## src/rtl/cmd_prefetch_pkg.sv

```systemverilog
// cmd_prefetch_pkg: shared command word type and prefetch FSM state encoding.
package cmd_prefetch_pkg;

    typedef struct packed {
        logic [7:0]  op;
        logic [23:0] arg;
    } cmd_t;

    typedef enum logic [1:0] {
        IDLE  = 2'd0,
        FETCH = 2'd1,
        DRAIN = 2'd2,
        DONE  = 2'd3
    } prefetch_state_t;

endpackage

```

## src/rtl/cmd_skid_buf.sv

```systemverilog
// cmd_skid_buf: 2-entry FIFO of cmd_t; push and pop may occur in the same cycle.
module cmd_skid_buf
    import cmd_prefetch_pkg::*;
(
    input  logic       i_clk,
    input  logic       i_rstn,
    input  logic       i_push,
    input  cmd_t       i_data,
    input  logic       i_pop,
    output logic [1:0] o_count,
    output cmd_t       o_head
);

    cmd_t mem [2];
    logic wr_ptr;
    logic rd_ptr;

    always_ff @(posedge i_clk or negedge i_rstn) begin
        if (!i_rstn) begin
            mem[0]  <= '0;
            mem[1]  <= '0;
            wr_ptr  <= 1'b0;
            rd_ptr  <= 1'b0;
            o_count <= 2'd0;
        end else begin
            if (i_push) begin
                mem[wr_ptr] <= i_data;
                wr_ptr      <= !wr_ptr;
            end
            if (i_pop)
                rd_ptr <= !rd_ptr;
            o_count <= o_count + 2'(i_push) - 2'(i_pop);
        end
    end

    assign o_head = mem[rd_ptr];

endmodule

```

## src/rtl/cmd_prefetch.sv

```systemverilog
// cmd_prefetch: streams a block of commands from 1-cycle-latency memory into the
// command FIFO, using credit-based flow control over a 2-entry skid buffer.
module cmd_prefetch
    import cmd_prefetch_pkg::*;
#(
    parameter int ADDR_W = 18,
    parameter int CNT_W  = 18
) (
    input  logic              i_clk,
    input  logic              i_rstn,
    input  logic              i_start,
    input  logic [ADDR_W-1:0] i_base_addr,
    input  logic [CNT_W-1:0]  i_count,
    output logic              o_busy,
    output logic              o_done,
    output logic              o_mem_rd_en,
    output logic [ADDR_W-1:0] o_mem_addr,
    input  cmd_t              i_mem_rd_data,
    output logic              o_fifo_write,
    output cmd_t              o_fifo_data,
    input  logic              i_fifo_full,
    output logic [CNT_W-1:0]  o_written
);

    prefetch_state_t   state;
    logic [ADDR_W-1:0] addr;
    logic [CNT_W-1:0]  remaining;
    logic              in_flight;
    logic [1:0]        occ;
    logic [2:0]        credit;
    logic              drained;

    cmd_skid_buf u_buf (
        .i_clk   (i_clk),
        .i_rstn  (i_rstn),
        .i_push  (in_flight),
        .i_data  (i_mem_rd_data),
        .i_pop   (o_fifo_write),
        .o_count (occ),
        .o_head  (o_fifo_data)
    );

    assign o_fifo_write = occ != 2'd0 && !i_fifo_full;
    // Slots already claimed by buffered or in-flight data, net of this cycle's push.
    assign credit       = {1'b0, occ} + 3'(in_flight) - 3'(o_fifo_write);
    assign o_mem_rd_en  = state == FETCH && remaining != '0 && credit < 3'd2;
    assign o_mem_addr   = addr;
    assign o_busy       = state != IDLE;
    assign o_done       = state == DONE;
    assign drained      = !in_flight && occ - 2'(o_fifo_write) == 2'd0;

    always_ff @(posedge i_clk or negedge i_rstn) begin
        if (!i_rstn) begin
            state     <= IDLE;
            addr      <= '0;
            remaining <= '0;
            in_flight <= 1'b0;
            o_written <= '0;
        end else begin
            in_flight <= o_mem_rd_en;
            if (o_fifo_write)
                o_written <= o_written + CNT_W'(1);
            if (o_mem_rd_en) begin
                addr      <= addr + ADDR_W'(1);
                remaining <= remaining - CNT_W'(1);
            end
            case (state)
                IDLE: if (i_start) begin
                    addr      <= i_base_addr;
                    remaining <= i_count;
                    o_written <= '0;
                    state     <= i_count == '0 ? DONE : FETCH;
                end
                FETCH: if (o_mem_rd_en && remaining == CNT_W'(1))
                    state <= DRAIN;
                DRAIN: if (drained)
                    state <= DONE;
                default: state <= IDLE;
            endcase
        end
    end

endmodule

```

## config.mk

```make
export PLATFORM = sky130hd
export DESIGN_NAME = cmd_prefetch
export DESIGN_NICKNAME = d
export VERILOG_FILES = /design/src/rtl/cmd_prefetch_pkg.sv /design/src/rtl/cmd_skid_buf.sv /design/src/rtl/cmd_prefetch.sv
export SDC_FILE = /design/constraint.sdc
export NUM_CORES = 1
export LEC_CHECK = 0
export CORE_MARGIN = 2
export CORE_UTILIZATION = 50
export CTS_CLUSTER_SIZE = 20
export DETAILED_ROUTE_END_ITERATION = 10
export PLACE_DENSITY = 0.89
export SLEW_MARGIN = 20
export SYNTH_ARGS = -nofsm -noshare
export SYNTH_HDL_FRONTEND = slang
export SYNTH_HIERARCHICAL = 1
export SYNTH_SLANG_ARGS = --single-unit
```

## constraint.sdc

```tcl
create_clock -name i_clk -period 6.9 [get_ports i_clk]
set_clock_uncertainty 0.05 [all_clocks]
set_input_delay 1.725 -clock i_clk [delete_from_list [all_inputs] [get_ports i_clk]]
set_output_delay 1.725 -clock i_clk [all_outputs]
set_load 0.02 [all_outputs]
```

==> results.ini, run 1 <==
[outcome]
run_status=completed

[sta]
setup-violations-final=0
totalNegativeSetupSlack_ns=0
whs_ns=0.414
min_period_over_period_pct=96.2
rsz0062_at_grt=false
relative_slew_margins_pct=30.8
fmax_mhz=151
worst_slew_pin_slew_ns=1.04
drv_slew=0
period_minus_slack_ns=6.64
hold_viol=0

[floorplan]
initial_util_pct=50.7
die_w_um=117
placeableCoreArea_um2=12500
design.portCount=144
die_y_um=117
die-area_um2=13600
placement_rows=41

[synth]
count_of_cell_types_in_the_netlist=48
ys_dominant_reg_cell=dfrtp_1
syn-mean-instance-area_um2=11.3
syn_nets=647
synthArstFlopShare_pct=100
netlist_area_um2=6350
portion_of_the_post_synthesis_area_used_by_sequential_elements_pct=49.3
synth-edff-count=0
number_of_register_bits_inferred_by_synthesis=125
cell_count_after_synthesis=561
yosysWarningCount=6

[pwr]
clock_group_share_of_total_power_pct=22.6
p_per_area_nw_per_um2=480
irDropWorstVdd_mv=0.244
switching_power_w=0.00150
leakagePower_nw=3.45
power.sequential.fraction_pct=32.5
p_int_w=0.00259
power.share.switching_pct=36.7
pwr-share-comb_pct=44.9

[cts]
cts_tree=built
postCtsHoldBufs=0
cts_inserted_buffers=17
insertion_delay_ns=0.42
ctsRootBufferMaster=clkbuf_16
clk_transition_reported_paths_ns=0.05
clkSinkCount=125
cts_setup_buffers=0
max-clock-path-buffers=2
cts_htree_levels=4
ctsResizeCount=0

[final_layout]
mostFrequentLayoutCell=clkdlybuf4s50_1
num-nets-final=790
share_of_layout_cells_above_drive_strength_1_pct=19.9
layout.cells.most_common_list=142 x clkdlybuf4s50_1, 125 x dfrtp_1, 88 x mux2_2
syn_to_final_growth_pct=34.4
antenna_cells_inserted=0

[critical_path]
cp-end-kind=primary output
criticalPathCategory=in2out
start_kind=input port
critPathTopFamily=buffers and inverters
max_stage_delay_ns=0.67
timing.critical_path.slowest_stage_cell=xor2_1
worst-path-max-fanout=10
worst-endpoint-arrival_ns=4.86
crit_chain=clkdlybuf4s50_1, o21ba_2, ha_1, inv_1, nand2_1, fa_1, xor2_1, nor2_1, buf_4, o21ai_1, inv_1, clkdlybuf4s50_1
crit_path_required_time_ns=5.12
crit_buf_inv=5

[run]
timing.max_cap.violations=0

[global_route]
via_count_of_the_first_global_routing_pass=5069
grt-ovfl-total=0
grt_pass1_wl_mm=24.9
grt_start_max_net_pins=64
groute.usage.overall_pct=23.7
grt_antenna_before_repair=0

[detailed_routing]
dr.pass1.iters=5
routed_wire_length_per_instance_um=17.6
routed_wirelength_mm=15.6
via_per_inst=5.63
antenna_viol_nets_final=0
drt_iter0_markers=316
drc=0
num_vias=5009

[placement]
hpwl_mm=10.7
io_buffer_count=143
place.gp.congestion=0.813

[worst_hold_path]
type_of_the_tightest_min_delay_check=reg2reg

worst paths after layout:
path                                            end  slack [ns]                       start  cells past startpoint
min in group asynchronous  u_buf/mem[5]$_DFFE_PN0P_        1.33                      i_rstn                      1
max                                     o_mem_rd_en        0.26                 i_fifo_full                     12
max reg2reg                  remaining[9]$_DFF_PN0_        3.50  u_buf/o_count[1]$_DFF_PN0_                     10
max in group asynchronous    o_written[2]$_DFF_PN0_        4.15                      i_rstn                      2
min reg2reg                u_buf/rd_ptr$_DFFE_PN0P_        0.41    u_buf/rd_ptr$_DFFE_PN0P_                      1
min                        u_buf/rd_ptr$_DFFE_PN0P_        0.41    u_buf/rd_ptr$_DFFE_PN0P_                      1
power by group through the flow:
stage / sequential (W) / clock [W] / combinational (W)
detailed placement: 0.00133 / 0 / 0.00183
global placement: 0.00129 / 0 / 0.00177
finish: 0.00133 / 0.000925 / 0.00184
global route: 0.00138 / 0.000967 / 0.00198
CTS: 0.00133 / 0.000939 / 0.00186
floorplan: 0.00133 / 0 / 0.00112
metrics by stage:
stage | instances | total power, W | setup WS, ns | cell area, um^2 | util, %
2_1_floorplan | 561 | 0.00245 | 0.643 | 6350 | -
3_3_place_gp | 857 | 0.00306 | 0.362 | 7920 | 63.3
3_5_place_dp | 857 | 0.00316 | 0.288 | 7920 | 63.3
4_1_cts | 889 | 0.00412 | 0.270 | 8530 | 68.2
5_1_grt | 889 | 0.00432 | 0.124 | 8530 | 68.2
6_report | 889 | 0.00409 | 0.261 | 8530 | 68.2
layout make-up:
class | count | area, um^2
Clock buffer | 20 | 457
Clock inverter | 12 | 160
Timing Repair Buffer | 152 | 1500
Fill cell | 933 | 3980
Tap cell | 172 | 215
Multi-Input combinational cell | 391 | 3010
Inverter | 17 | 63.8
Sequential cell | 125 | 3130
synthesized netlist by cell type, drive strengths merged, types with 9 or more instances:
library cell	n	area, um^2
nor4	16	106
ha	13	163
nand4	12	75.1
xor2	30	263
dfrtp	125	3130
o21ai	24	120
xnor2	13	114
clkbuf	14	52.6
nor2	45	169
inv	17	63.8
nand2	33	126
nand3	15	75.1
a21oi	17	85.1
buf	14	97.6
a31oi	9	56.3
mux2	96	1110
per-layer routing:
layer	up-vias	share of wire (%)	GRT usage, %
li1	2310	-	-
met1	2493	40	28.4
met2	180	51	40.3
met3	26	6.9	6.49
met4	0	1.9	9.80
met5	-	0	0
state kept, by name, indices dropped and copies added, names as in the netlist:
name,count
o_written,18
state,2
u_buf/rd_ptr,1
remaining,18
u_buf/wr_ptr,1
o_mem_addr,18
in_flight,1
u_buf/mem,64
u_buf/o_count,2
kinds of logic after synthesis:
group / after synthesis / synth area share, %
compound gates: 78 / 7.65
simple gates: 156 / 12.8
buf+inv: 45 / 3.37
xor+xnor: 43 / 5.93
fa+ha+maj: 14 / 2.88
flops: 125 / 49.3
mux: 100 / 18.1
No activity file was read; power rests on OpenSTA's default activity.
==> run 2: changes to the inputs <==
--- a/config.mk
+++ b/config.mk
@@ -10,6 +10,7 @@
 export CTS_CLUSTER_SIZE = 20
 export DETAILED_ROUTE_END_ITERATION = 10
 export PLACE_DENSITY = 0.89
+export REMOVE_ABC_BUFFERS = 1
 export SLEW_MARGIN = 20
 export SYNTH_ARGS = -nofsm -noshare
 export SYNTH_HDL_FRONTEND = slang
==> results.ini, run 2 (synthesis results as in run 1) <==
[critical_path]
criticalPathCategory=in2out
critical_path.reg2reg.startpoint=u_buf/o_count[1]$_DFF_PN0_
worst-path-max-fanout=10  ; unchanged
timing.rr.end=o_mem_addr[17]$_DFF_PN0_
reg2reg_slack_ns=3.35  ; -0.15 ns
worst-endpoint-arrival_ns=4.73  ; -0.13 ns
crit_path_required_time_ns=5.12  ; about the same
cp-end-kind=primary output
start_kind=input port
path_depth_of_the_worst_reg2reg_path=10  ; unchanged

[global_route]
via_count_of_the_first_global_routing_pass=5134  ; +1.3%
grt-ovfl-total=0  ; unchanged
grt_antenna_before_repair=0  ; unchanged
grt_pass1_wl_mm=24.9  ; -0.19%
grt_start_max_net_pins=70  ; +9.4%
groute.usage.overall_pct=23.5  ; -0.21 points

[sta]
setup-violations-final=0  ; unchanged
min_period_over_period_pct=94.3  ; -2.0 points
hold_viol=0  ; unchanged
worst_slew_pin_slew_ns=1.09  ; +0.0513 ns
rsz0062_at_grt=false
totalNegativeSetupSlack_ns=0  ; unchanged
fmax_mhz=154  ; +2.1%
drv_slew=0  ; unchanged
relative_slew_margins_pct=27.4  ; -3.4 points
period_minus_slack_ns=6.50  ; -0.136 ns

[floorplan]
die-area_um2=13600  ; unchanged
placement_rows=41  ; unchanged
design.portCount=144  ; unchanged
initial_util_pct=50.7  ; unchanged
die_w_um=117  ; unchanged
placeableCoreArea_um2=12500  ; unchanged
die_y_um=117  ; unchanged

[outcome]
run_status=completed

[detailed_routing]
antenna_viol_nets_final=0  ; unchanged
drc=0  ; unchanged
via_per_inst=5.57  ; -1.1%
routed_wire_length_per_instance_um=17.8  ; +1.1%
routed_wirelength_mm=15.8  ; +0.87%
dr.pass1.iters=5  ; unchanged
drt_iter0_markers=262  ; -17%
num_vias=4945  ; -1.3%

[worst_hold_path]
worst_hold_endpoint=u_buf/rd_ptr$_DFFE_PN0P_
type_of_the_tightest_min_delay_check=reg2reg
hold_path_depth=1  ; unchanged
timing.hold.worst.start=u_buf/rd_ptr$_DFFE_PN0P_

[final_layout]
mostFrequentLayoutCell=clkdlybuf4s50_1
antenna_cells_inserted=0  ; unchanged
num-nets-final=790  ; unchanged
max_flop_register=u_buf/mem
share_of_layout_cells_above_drive_strength_1_pct=19.6  ; -0.36 points
layout.cells.most_common_list=142 x clkdlybuf4s50_1, 125 x dfrtp_1, 88 x mux2_2
largest_register_ffs=64  ; unchanged
syn_to_final_growth_pct=34.7
num-fill-cells=906  ; -2.9%

[run]
timing.max_cap.violations=0  ; unchanged

[cts]
ctsRootBufferMaster=clkbuf_16
cts_htree_levels=4  ; unchanged
clk_transition_reported_paths_ns=0.05  ; about the same
cts_setup_buffers=0  ; unchanged
cts_tree=built
cts_inserted_buffers=17  ; unchanged
insertion_delay_ns=0.41  ; about the same
clkSinkCount=125  ; unchanged
postCtsHoldBufs=0  ; unchanged
max-clock-path-buffers=2  ; unchanged

[pwr]
p_per_area_nw_per_um2=480  ; +0.19%
irDropWorstVdd_mv=0.273  ; +12%
leakagePower_nw=3.46  ; +0.42%
post_layout_power_w=0.00411  ; +0.37%

[placement]
io_buffer_count=143  ; unchanged
hpwl_mm=10.6  ; -1.1%
place.gp.congestion=0.866  ; +6.5%

-- run 2: cell count changes in the layout (fill, tap and decap cells not counted), sizes merged --
cell      delta
clkbuf       +4
clkinvlp     -3
clkinv       -2
inv          -2
bufinv       +1
-- run 2: critical path, cell delays in order --
cell             delay (ns)
clkdlybuf4s50_1        0.47
o21ba_2                0.17
ha_1                   0.27
inv_1                  0.07
nand2_1                0.06
fa_1                   0.42
xor2_2                 0.47
nor2_1                 0.12
buf_4                  0.18
o21ai_1                0.12
inv_1                  0.10
clkdlybuf4s50_1        0.55
-- run 2: area by class of cell --
class                   count  area, um^2  share of cell area (%)
clock inverters             6         133                    1.55
flip-flops and latches    125        3130                    36.6
inverters                  17        63.8                   0.746
clock buffers              24         492                    5.75
multi-input cells         391        3020                    35.3
repair buffers            152        1500                    17.5
well taps                 172         215                    2.52
-- run 2: how the worst max path moves through the flow --
stage	from	endpoint	slack [ns]	depth (start not counted)
floorplan	i_fifo_full	o_mem_rd_en	0.79	9
global placement	i_fifo_full	o_mem_rd_en	0.36	12
detailed placement	i_fifo_full	o_mem_rd_en	0.25	12
CTS	i_fifo_full	o_mem_rd_en	0.21	12
global route	i_fifo_full	o_mem_rd_en	0.19	12
finish	i_fifo_full	o_mem_rd_en	0.40	12
-- run 2: report_power, final --
part	total [W]	switching [W]	internal (W)	leakage, nW
Clock	0.000939	0.000300	0.000638	0.302
Combinational	0.00184	0.000896	0.000942	1.64
Sequential	0.00133	0.000269	0.00106	1.51
-- run 2: layer usage --
layer  vias up  wire length [um]  GRT usage, %
met3        29              1020          6.38
met5         -                 0             0
li1       2302                 -             -
met1      2427              6480          28.4
met2       187              8010          40.6
met4         0               240          8.08
-- run 2: what timing repair did --
item,in CTS,in global routing
hold endpoints to repair,0,0
setup endpoints to repair,0,1
gates resized for setup,0,1
-- run 2: stage by stage --
| stage | hold slack [ns] | setup WS (ns) | instance area [um^2] | utilization [%] | std cells |
|---|---|---|---|---|---|
| 6_report | 0.431 | 0.397 | 8550 | 68.3 | 887 |
| 3_5_place_dp | 0.423 | 0.251 | 7920 | 63.3 | 857 |
| 3_3_place_gp | 0.407 | 0.362 | 7920 | 63.3 | 857 |
| 2_1_floorplan | 0.413 | 0.794 | 6200 | - | 533 |
| 4_1_cts | 0.434 | 0.214 | 8540 | 68.2 | 887 |
| 5_1_grt | 0.455 | 0.195 | 8550 | 68.3 | 887 |
==> run 3: changes to the inputs <==
--- a/config.mk
+++ b/config.mk
@@ -5,11 +5,13 @@
 export SDC_FILE = /design/constraint.sdc
 export NUM_CORES = 1
 export LEC_CHECK = 0
+export CELL_PAD_IN_SITES_DETAIL_PLACEMENT = 1
+export CELL_PAD_IN_SITES_GLOBAL_PLACEMENT = 1
 export CORE_MARGIN = 2
-export CORE_UTILIZATION = 50
+export CORE_UTILIZATION = 40
 export CTS_CLUSTER_SIZE = 20
 export DETAILED_ROUTE_END_ITERATION = 10
-export PLACE_DENSITY = 0.89
+export PLACE_DENSITY = 0.9
 export REMOVE_ABC_BUFFERS = 1
 export SLEW_MARGIN = 20
 export SYNTH_ARGS = -nofsm -noshare
==> results.ini, run 3 (synthesis results as in run 1) <==
[sta]
worst_slew_pin_slew_ns=0.850  ; -0.237 ns
hold_viol=0  ; unchanged
totalNegativeSetupSlack_ns=0  ; unchanged
relative_slew_margins_pct=43.3  ; +16 points
whs_ns=0.420  ; -0.0105 ns
drv_slew=0  ; unchanged
setup-violations-final=0  ; unchanged
fmax_mhz=152  ; -0.97%
min_period_over_period_pct=95.2  ; +0.92 points
rsz0062_at_grt=false
period_minus_slack_ns=6.57  ; +0.0634 ns

[outcome]
run_status=completed

[critical_path]
worst-endpoint-arrival_ns=4.79  ; +0.06 ns
timing.rr.end=remaining[9]$_DFF_PN0_
path_depth_of_the_worst_reg2reg_path=11  ; +1
crit_path_start=i_fifo_full
reg2reg_slack_ns=3.46  ; +0.11 ns
critical_path.reg2reg.startpoint=u_buf/o_count[1]$_DFF_PN0_
cp-end-kind=primary output
criticalPathCategory=in2out
start_kind=input port
cp-endpoint=o_mem_rd_en
crit_path_required_time_ns=5.12  ; about the same
worst-path-max-fanout=10  ; unchanged

[cts]
clk_transition_reported_paths_ns=0.05  ; about the same
cts_setup_buffers=0  ; unchanged
cts_htree_levels=4  ; unchanged
ctsRootBufferMaster=clkbuf_16
cts_inserted_buffers=17  ; unchanged
clkSinkCount=125  ; unchanged
max-clock-path-buffers=2  ; unchanged
cts_tree=built
insertion_delay_ns=0.42  ; about the same

[floorplan]
die_y_um=130  ; +11%
initial_util_pct=40.4  ; -10 points
placeableCoreArea_um2=15700  ; +26%
die_w_um=130  ; +11%
placement_rows=46  ; +12%
design.portCount=144  ; unchanged
die-area_um2=16900  ; +24%

[final_layout]
syn_to_final_growth_pct=35.1
num-fill-cells=1689  ; +86%
antenna_cells_inserted=0  ; unchanged
layout.cells.most_common_list=142 x clkdlybuf4s50_1, 125 x dfrtp_1, 88 x mux2_2
largest_register_ffs=64  ; unchanged
num-nets-final=793  ; +0.38%
share_of_layout_cells_above_drive_strength_1_pct=20.1  ; +0.56 points
mostFrequentLayoutCell=clkdlybuf4s50_1
instances_no_fill=936  ; +5.5%
max_flop_register=u_buf/mem
postLayoutCellArea_um2=8580  ; +0.34%

[detailed_routing]
drc=0  ; unchanged
drt_iter0_markers=217  ; -17%
via_per_inst=5.39  ; -3.4%
routed_wirelength_mm=19.0  ; +21%
num_vias=5043  ; +2.0%
routed_wire_length_per_instance_um=20.3  ; +14%
dr.pass1.iters=4  ; -1
antenna_viol_nets_final=0  ; unchanged

[placement]
io_buffer_count=143  ; unchanged
hpwl_mm=13.2  ; +25%
placed_cells=903  ; +5.4%
placed_cell_areas_um2=7990  ; +0.88%
place.gp.congestion=0.841  ; -2.9%

[pwr]
post_layout_power_w=0.00412  ; +0.24%
leakagePower_nw=3.45  ; -0.36%
p_per_area_nw_per_um2=480  ; about the same
irDropWorstVdd_mv=0.228  ; -16%

[global_route]
grt_start_max_net_pins=67  ; -4.3%
grt_antenna_before_repair=0  ; unchanged
grt_pass1_wl_mm=29.8  ; +20%
via_count_of_the_first_global_routing_pass=5606  ; +9.2%
groute.usage.overall_pct=23.0  ; -0.48 points
grt-ovfl-total=0  ; unchanged

[worst_hold_path]
hold_path_depth=1  ; unchanged
type_of_the_tightest_min_delay_check=reg2reg

[run]
timing.max_cap.violations=0  ; unchanged

==> run 3: stage by stage <==
| stage | setup slack [ns] | utilization (%) |
|---|---|---|
| after detailed placement | 0.175 | 50.8 |
| after global placement | 0.285 | 50.8 |
| after global routing | 0.213 | 54.6 |
| after floorplan | 0.794 | - |
| after CTS | 0.135 | 54.4 |
| final | 0.333 | 54.6 |
==> run 3: where the power goes <==
part           switching (W)  internal [W]
sequential          0.000293       0.00106
clock               0.000336      0.000513
combinational       0.000959      0.000955
==> run 3: repair_timing <==
action                                  CTS  global route
hold buffers                              0             0
gates resized for setup                   0             1
endpoints found under the setup margin    0             1
==> run 3: how the worst min path moves through the flow <==
stage / to / start
3_3_place_gp: u_buf/rd_ptr$_DFFE_PN0P_ / u_buf/rd_ptr$_DFFE_PN0P_
4_1_cts: u_buf/rd_ptr$_DFFE_PN0P_ / u_buf/rd_ptr$_DFFE_PN0P_
6_report: u_buf/rd_ptr$_DFFE_PN0P_ / u_buf/rd_ptr$_DFFE_PN0P_
3_5_place_dp: u_buf/rd_ptr$_DFFE_PN0P_ / u_buf/rd_ptr$_DFFE_PN0P_
2_1_floorplan: u_buf/wr_ptr$_DFFE_PN0P_ / u_buf/wr_ptr$_DFFE_PN0P_
5_1_grt: u_buf/rd_ptr$_DFFE_PN0P_ / u_buf/rd_ptr$_DFFE_PN0P_
==> run 3: worst max-delay path, cell delays in order <==
cell	delay, ns
clkdlybuf4s50_1	0.48
o21ba_2	0.17
ha_1	0.27
inv_1	0.09
nand2_1	0.08
fa_1	0.43
xor2_2	0.50
nor2_1	0.10
buf_4	0.19
o21ai_1	0.12
inv_1	0.09
clkdlybuf4s50_1	0.54
==> run 3: routing by layer <==
metal / global-route usage (%) / vias to the layer above / wire length [um]
li1: - / 2300 / -
met1: 26.8 / 2603 / 7630
met2: 42.6 / 114 / 10400
met3: 4.88 / 26 / 622
met4: 6.45 / 0 / 320
met5: 0 / - / 0
==> run 3: layout make-up <==
class	instances	area (um^2)	share of cell area (%)
flip-flops and latches	125	3130	36.5
multi-input cells	391	3020	35.2
repair buffers	155	1540	17.9
clock buffers	22	464	5.41
well taps	216	270	3.15
clock inverters	10	91.3	1.06
inverters	17	63.8	0.744
==> patch 1, RTL diff (flow settings as in run 2) <==
`CNT_W`: 18 -> 9.
--- a/src/rtl/cmd_prefetch.sv
+++ b/src/rtl/cmd_prefetch.sv
@@ -5,5 +5,5 @@
 #(
     parameter int ADDR_W = 18,
-    parameter int CNT_W  = 18
+    parameter int CNT_W  = 9
 ) (
     input  logic              i_clk,
Ports: changed (resized i_count and o_written); port bits go from 144 to 126. The function was not compared with the original's and may differ.
==> patch 1 against run 2 <==
Setup slack improved by 0.0078 ns. Largest power group unchanged. Sequential power down 11%. Largest cell class unchanged. Wire length down 23%. Global-route usage decreased by 2.4 points. Power down 19%. Highest routed layer unchanged. First-iteration DRC count increased by 0.38%. Final area shrank 19%. Sequential cell count is 18 lower. Area after synthesis is 15% lower. Hold slack improved by 0.029 ns.
==> patch 1: results (changes against run 2) <==
| Metric | Value |
|---|---|
| CTS Buf Count | `9 (-8)` |
| Top cells by count, synth | `dfrtp_1, mux2_2, nor2_1` |
| Post-synthesis adder-cell area fraction | `0.0338 (+0.00506)` |
| DR top layer | `met4` |
| Final RePlAce weighted congestion | `0.839 (-3.0%)` |
| Largest register FFs | `64 (unchanged)` |
| Crit path required time | `5.12 ns (about the same)` |
| First-pass GRT wire length | `19500 um (-21%)` |
| HPWL Detailed | `8540 um (-19%)` |
| Clk root buf | `clkbuf_8` |
| CP max FO | `7 (-3)` |
| Clk slew on worst S/H paths | `0.10 ns (+0.05 ns)` |
| Max Slew Vio Count | `0 (unchanged)` |
| P_leak | `0.00279 uW (-19%)` |
| Total Routing Usage GR | `0.211 (-0.0240)` |
| Reg2Reg Launch Point | `u_buf/o_count[1]$_DFF_PN0_` |
| Reg2reg end | `o_mem_addr[9]$_DFF_PN0_` |
| H-Tree Depth | `3 (-1)` |
| Worst slew margin | `0.283 (+0.00941)` |
| R2r worst-path depth | `10 (unchanged)` |
| Buffers on Ports | `125 (-13%)` |
| DR WL/cell | `16.9 um (-5.0%)` |
| DRC viols | `0 (unchanged)` |
| Die boundary width | `108 um (-7.5%)` |
| Share of layout cells above drive strength 1 | `0.222 (+0.0262)` |
| Met3 wire len | `773 um (-24%)` |
| Mux contribution to synthesized area | `0.216 (+0.0344)` |
| Status | `completed` |
| Maximum ir drop on the vdd rail | `0.289 mV (+5.8%)` |
| Synth Instances | `458 (-18%)` |
| Worst Hold Depth | `1 (unchanged)` |
| Wire length on met2 | `6030 um (-25%)` |
| CTS resizes | `0 (unchanged)` |
| Setup bufs post-CTS | `0 (unchanged)` |
| Min-delay src | `u_buf/mem[6]$_DFFE_PN0P_` |
| Initial DRT Pass Iterations | `4 (-1)` |
| Initial antenna violation count | `0 (unchanged)` |
| Non-Filler Instances | `717 (-19%)` |
| WHS Endpoint | `u_buf/mem[6]$_DFFE_PN0P_` |
| Register area share after synthesis | `0.496 (+0.00324)` |
| Initial DRC count | `263 (+0.38%)` |
| Post-synthesis xor/xnor area fraction | `0.0227 (-0.0366)` |
| Fill cell count | `771 (-15%)` |
| Compound-cell area share of the yosys netlist | `0.0725 (-0.00393)` |
| Worst R2R Setup Slack | `3.40 ns (+0.05 ns)` |
| HP Class | `reg -> reg` |
| Via count | `4067 (-18%)` |
| Netlist cell types | `50 (+4.2%)` |
| ANT cells | `0 (unchanged)` |
| Largest net degree at the start of global routing | `78 (+11%)` |
| Async SR Flop Fraction | `1.00 (unchanged)` |
| Max Root-Sink Buffers | `2 (unchanged)` |
| Yosys warnings | `6 (unchanged)` |
| Dpl cells | `701 (-18%)` |
| M1 WL | `5120 um (-21%)` |
| Largest cells by area after synthesis | `dfrtp_1, mux2_2, ha_1` |
| Clock Latency Late Sink | `0.37 ns (-0.04 ns)` |
| NumNets Final | `653 (-17%)` |
| Hold_ws | `0.460 ns (+0.0294 ns)` |
| Sw Pwr | `1320 uW (-10%)` |
[patch 1: critical path, stage by stage]
cell	delay, ns
clkdlybuf4s50_1	0.45
o21bai_1	0.21
clkinv_1	0.16
ha_1	0.30
nand2b_1	0.16
fa_1	0.49
nand2_1	0.11
a211o_1	0.33
inv_2	0.15
clkdlybuf4s50_1	0.63
[patch 1: how the worst max path moves through the flow]
stage / startpoint / to / depth (start not counted)
2_1_floorplan: i_fifo_full / o_mem_rd_en / 8
3_3_place_gp: i_fifo_full / o_mem_rd_en / 10
3_5_place_dp: i_fifo_full / o_mem_rd_en / 10
4_1_cts: i_fifo_full / o_mem_rd_en / 10
5_1_grt: i_fifo_full / o_mem_rd_en / 10
6_report: i_fifo_full / o_mem_rd_en / 10
[patch 1: cell type report]
| cell class | count | area share |
|---|---|---|
| clock buffers | 11 | 0.0190 |
| clock inverters | 5 | 0.00562 |
| repair buffers | 131 | 0.187 |
| flip-flops and latches | 107 | 0.388 |
| multi-input cells | 309 | 0.365 |
| well taps | 136 | 0.0247 |
| inverters | 18 | 0.00979 |
[patch 1: power groups by stage]
stage	registers [uW]	logic, uW	clock network (uW)
2_1_floorplan	1210	1060	0
3_3_place_gp	1150	1760	0
3_5_place_dp	1190	1820	0
4_1_cts	1180	1820	355
5_1_grt	1220	1940	379
6_report	1180	1810	342
[patch 1: through the flow]
stage	power (uW)	utilization	setup WS, ns	instance area, um2
floorplan	2270	-	0.789	5260
global placement	2920	0.646	0.489	6730
detailed placement	3000	0.646	0.451	6730
CTS	3350	0.663	0.421	6900
global route	3540	0.663	0.266	6900
finish	3330	0.663	0.405	6900
[patch 1: metal layers]
layer,global-route usage,up-vias
met2,0.370,129
met5,0,-
met1,0.255,2023
met3,0.0581,18
li1,-,1897
met4,0.0577,0
==> patch 2, RTL diff (settings of run 2) <==
Made on the original files. Make the reset (`i_rstn`) synchronous in 2 clocked blocks.
--- a/src/rtl/cmd_skid_buf.sv
+++ b/src/rtl/cmd_skid_buf.sv
@@ -16,5 +16,5 @@
     logic rd_ptr;
 
-    always_ff @(posedge i_clk or negedge i_rstn) begin
+    always_ff @(posedge i_clk) begin
         if (!i_rstn) begin
             mem[0]  <= '0;
--- a/src/rtl/cmd_prefetch.sv
+++ b/src/rtl/cmd_prefetch.sv
@@ -50,5 +50,5 @@
     assign drained      = !in_flight && occ - 2'(o_fifo_write) == 2'd0;
 
-    always_ff @(posedge i_clk or negedge i_rstn) begin
+    always_ff @(posedge i_clk) begin
         if (!i_rstn) begin
             state     <= IDLE;
Check against the original RTL: differs if i_rstn is asserted again (counterexample within 4 cycles, from zero or initial values and one cycle with i_rstn low); with i_rstn held inactive, the same outputs for 4 cycles.
==> patch 2 against run 2 <==
Core utilization shrank 0.64 points. Final area decreased by 1.3%. Final cell count is 5.3% higher. Area after synthesis is 0.49% lower. Largest power group unchanged. Wire length down 1.6%. Count of clock-buffer cells in the layout fell by 7. Power shrank 21%. Setup slack worse by 0.0083 ns. Sequential cell count is 1 higher.
==> patch 2: results (changes against run 2) <==
| Metric | Value |
|---|---|
| Total Routing Usage GR | `0.233 (-0.00186)` |
| Maximum ir drop on the vdd rail | `0.220 mV (-19%)` |
| Largest cells by area after synthesis | `edfxtp_1, dfxtp_1, mux2_4` |
| Cell Area, Placed | `7790 um2 (-1.6%)` |
| Synth Instances | `613 (+9.3%)` |
| Final RePlAce weighted congestion | `0.888 (+2.6%)` |
| Status | `completed` |
| Finished Core Util | `0.677 (-0.00642)` |
| CTS resizes | `0 (unchanged)` |
| Top cells by count, synth | `nor2_1, edfxtp_1, dfxtp_1` |
| Seq group | `1060 uW (-20%)` |
| M1 WL | `6350 um (-2.0%)` |
| GRT met1 Usage | `0.278 (-0.00612)` |
| Register area share after synthesis | `0.501 (+0.00799)` |
| Async SR Flop Fraction | `0 (-1.00)` |
| Place WS | `0.442 ns (+0.191 ns)` |
| ANT cells | `0 (unchanged)` |
| Min-delay src | `u_buf/wr_ptr$_SDFFE_PN0P_` |
| Clock buf count | `17 (-29%)` |
| Initial DRC count | `399 (+52%)` |
| Netlist cell types | `54 (+13%)` |
| Dpl cells | `902 (+5.3%)` |
| P_leak | `0.00303 uW (-12%)` |
| HPWL Detailed | `10500 um (-0.84%)` |
| Buffers on Ports | `143 (unchanged)` |
| Via count | `5210 (+5.4%)` |
| P_clk | `949 uW (+1%)` |
| CP max FO | `8 (-2)` |
| Multi-input gate count | `436 (+12%)` |
| Worst slew margin | `0.514 (+0.240)` |
| DR WL/cell | `16.6 um (-6.6%)` |
| Max incr delay on CP | `0.64 ns (+0.09 ns)` |
| Met3 usage | `0.0602 (-0.00363)` |
| Fraction of area in multi-input gates | `0.340 (-0.0139)` |
| Storage cell area | `3160 um2 (+1.2%)` |
| Power in combinational cells | `1250 uW (-32%)` |
| Critical path arrival | `4.74 ns (about the same)` |
| Largest net degree at the start of global routing | `72 (+2.9%)` |
| Sw Pwr | `1150 uW (-22%)` |
| Met2 Use GR | `0.403 (-0.00345)` |
| NumNets Final | `835 (+5.7%)` |
| Share of layout cells above drive strength 1 | `0.109 (-0.0869)` |
| Wire length on met2 | `7740 um (-3.4%)` |
| Die area | `13600 um2 (-0.47%)` |
| Top_reg_cell synth | `edfxtp_1` |
| Met3 wire len | `1050 um (+2.9%)` |
| CTS Sinks | `126 (+0.80%)` |
==> patch 2: cell types whose count changed in the layout (fill, tap and decap cells not counted), sizes merged, moves of 14 or more <==
cell,change
o21ai,+19
a21oi,+17
edfxtp,+64
dfxtp,+62
dfrtp,-125
xor2,-14
nand2,+27
nor2,+46
mux2,-63
==> patch 2: worst paths after layout <==
kind                               endpoint  cells after the start  slack (ns)
hold / removal    u_buf/wr_ptr$_SDFFE_PN0P_                      2        0.45
setup / recovery                o_mem_rd_en                     12        0.39
hold reg to reg   u_buf/wr_ptr$_SDFFE_PN0P_                      2        0.45
setup reg to reg    remaining[4]$_SDFF_PN0_                     11        3.36
==> patch 2: cell families after synthesis <==
family / Yosys count / share of synthesized area
adders and majority gates: 14 / 0.0289
DFF: 126 / 0.501
AOI/OAI and AO/OA: 115 / 0.108
xor gates and xnor gates: 41 / 0.0590
buffers and inverters: 51 / 0.0473
muxes: 36 / 0.0820
and+or+nand+nor: 230 / 0.174
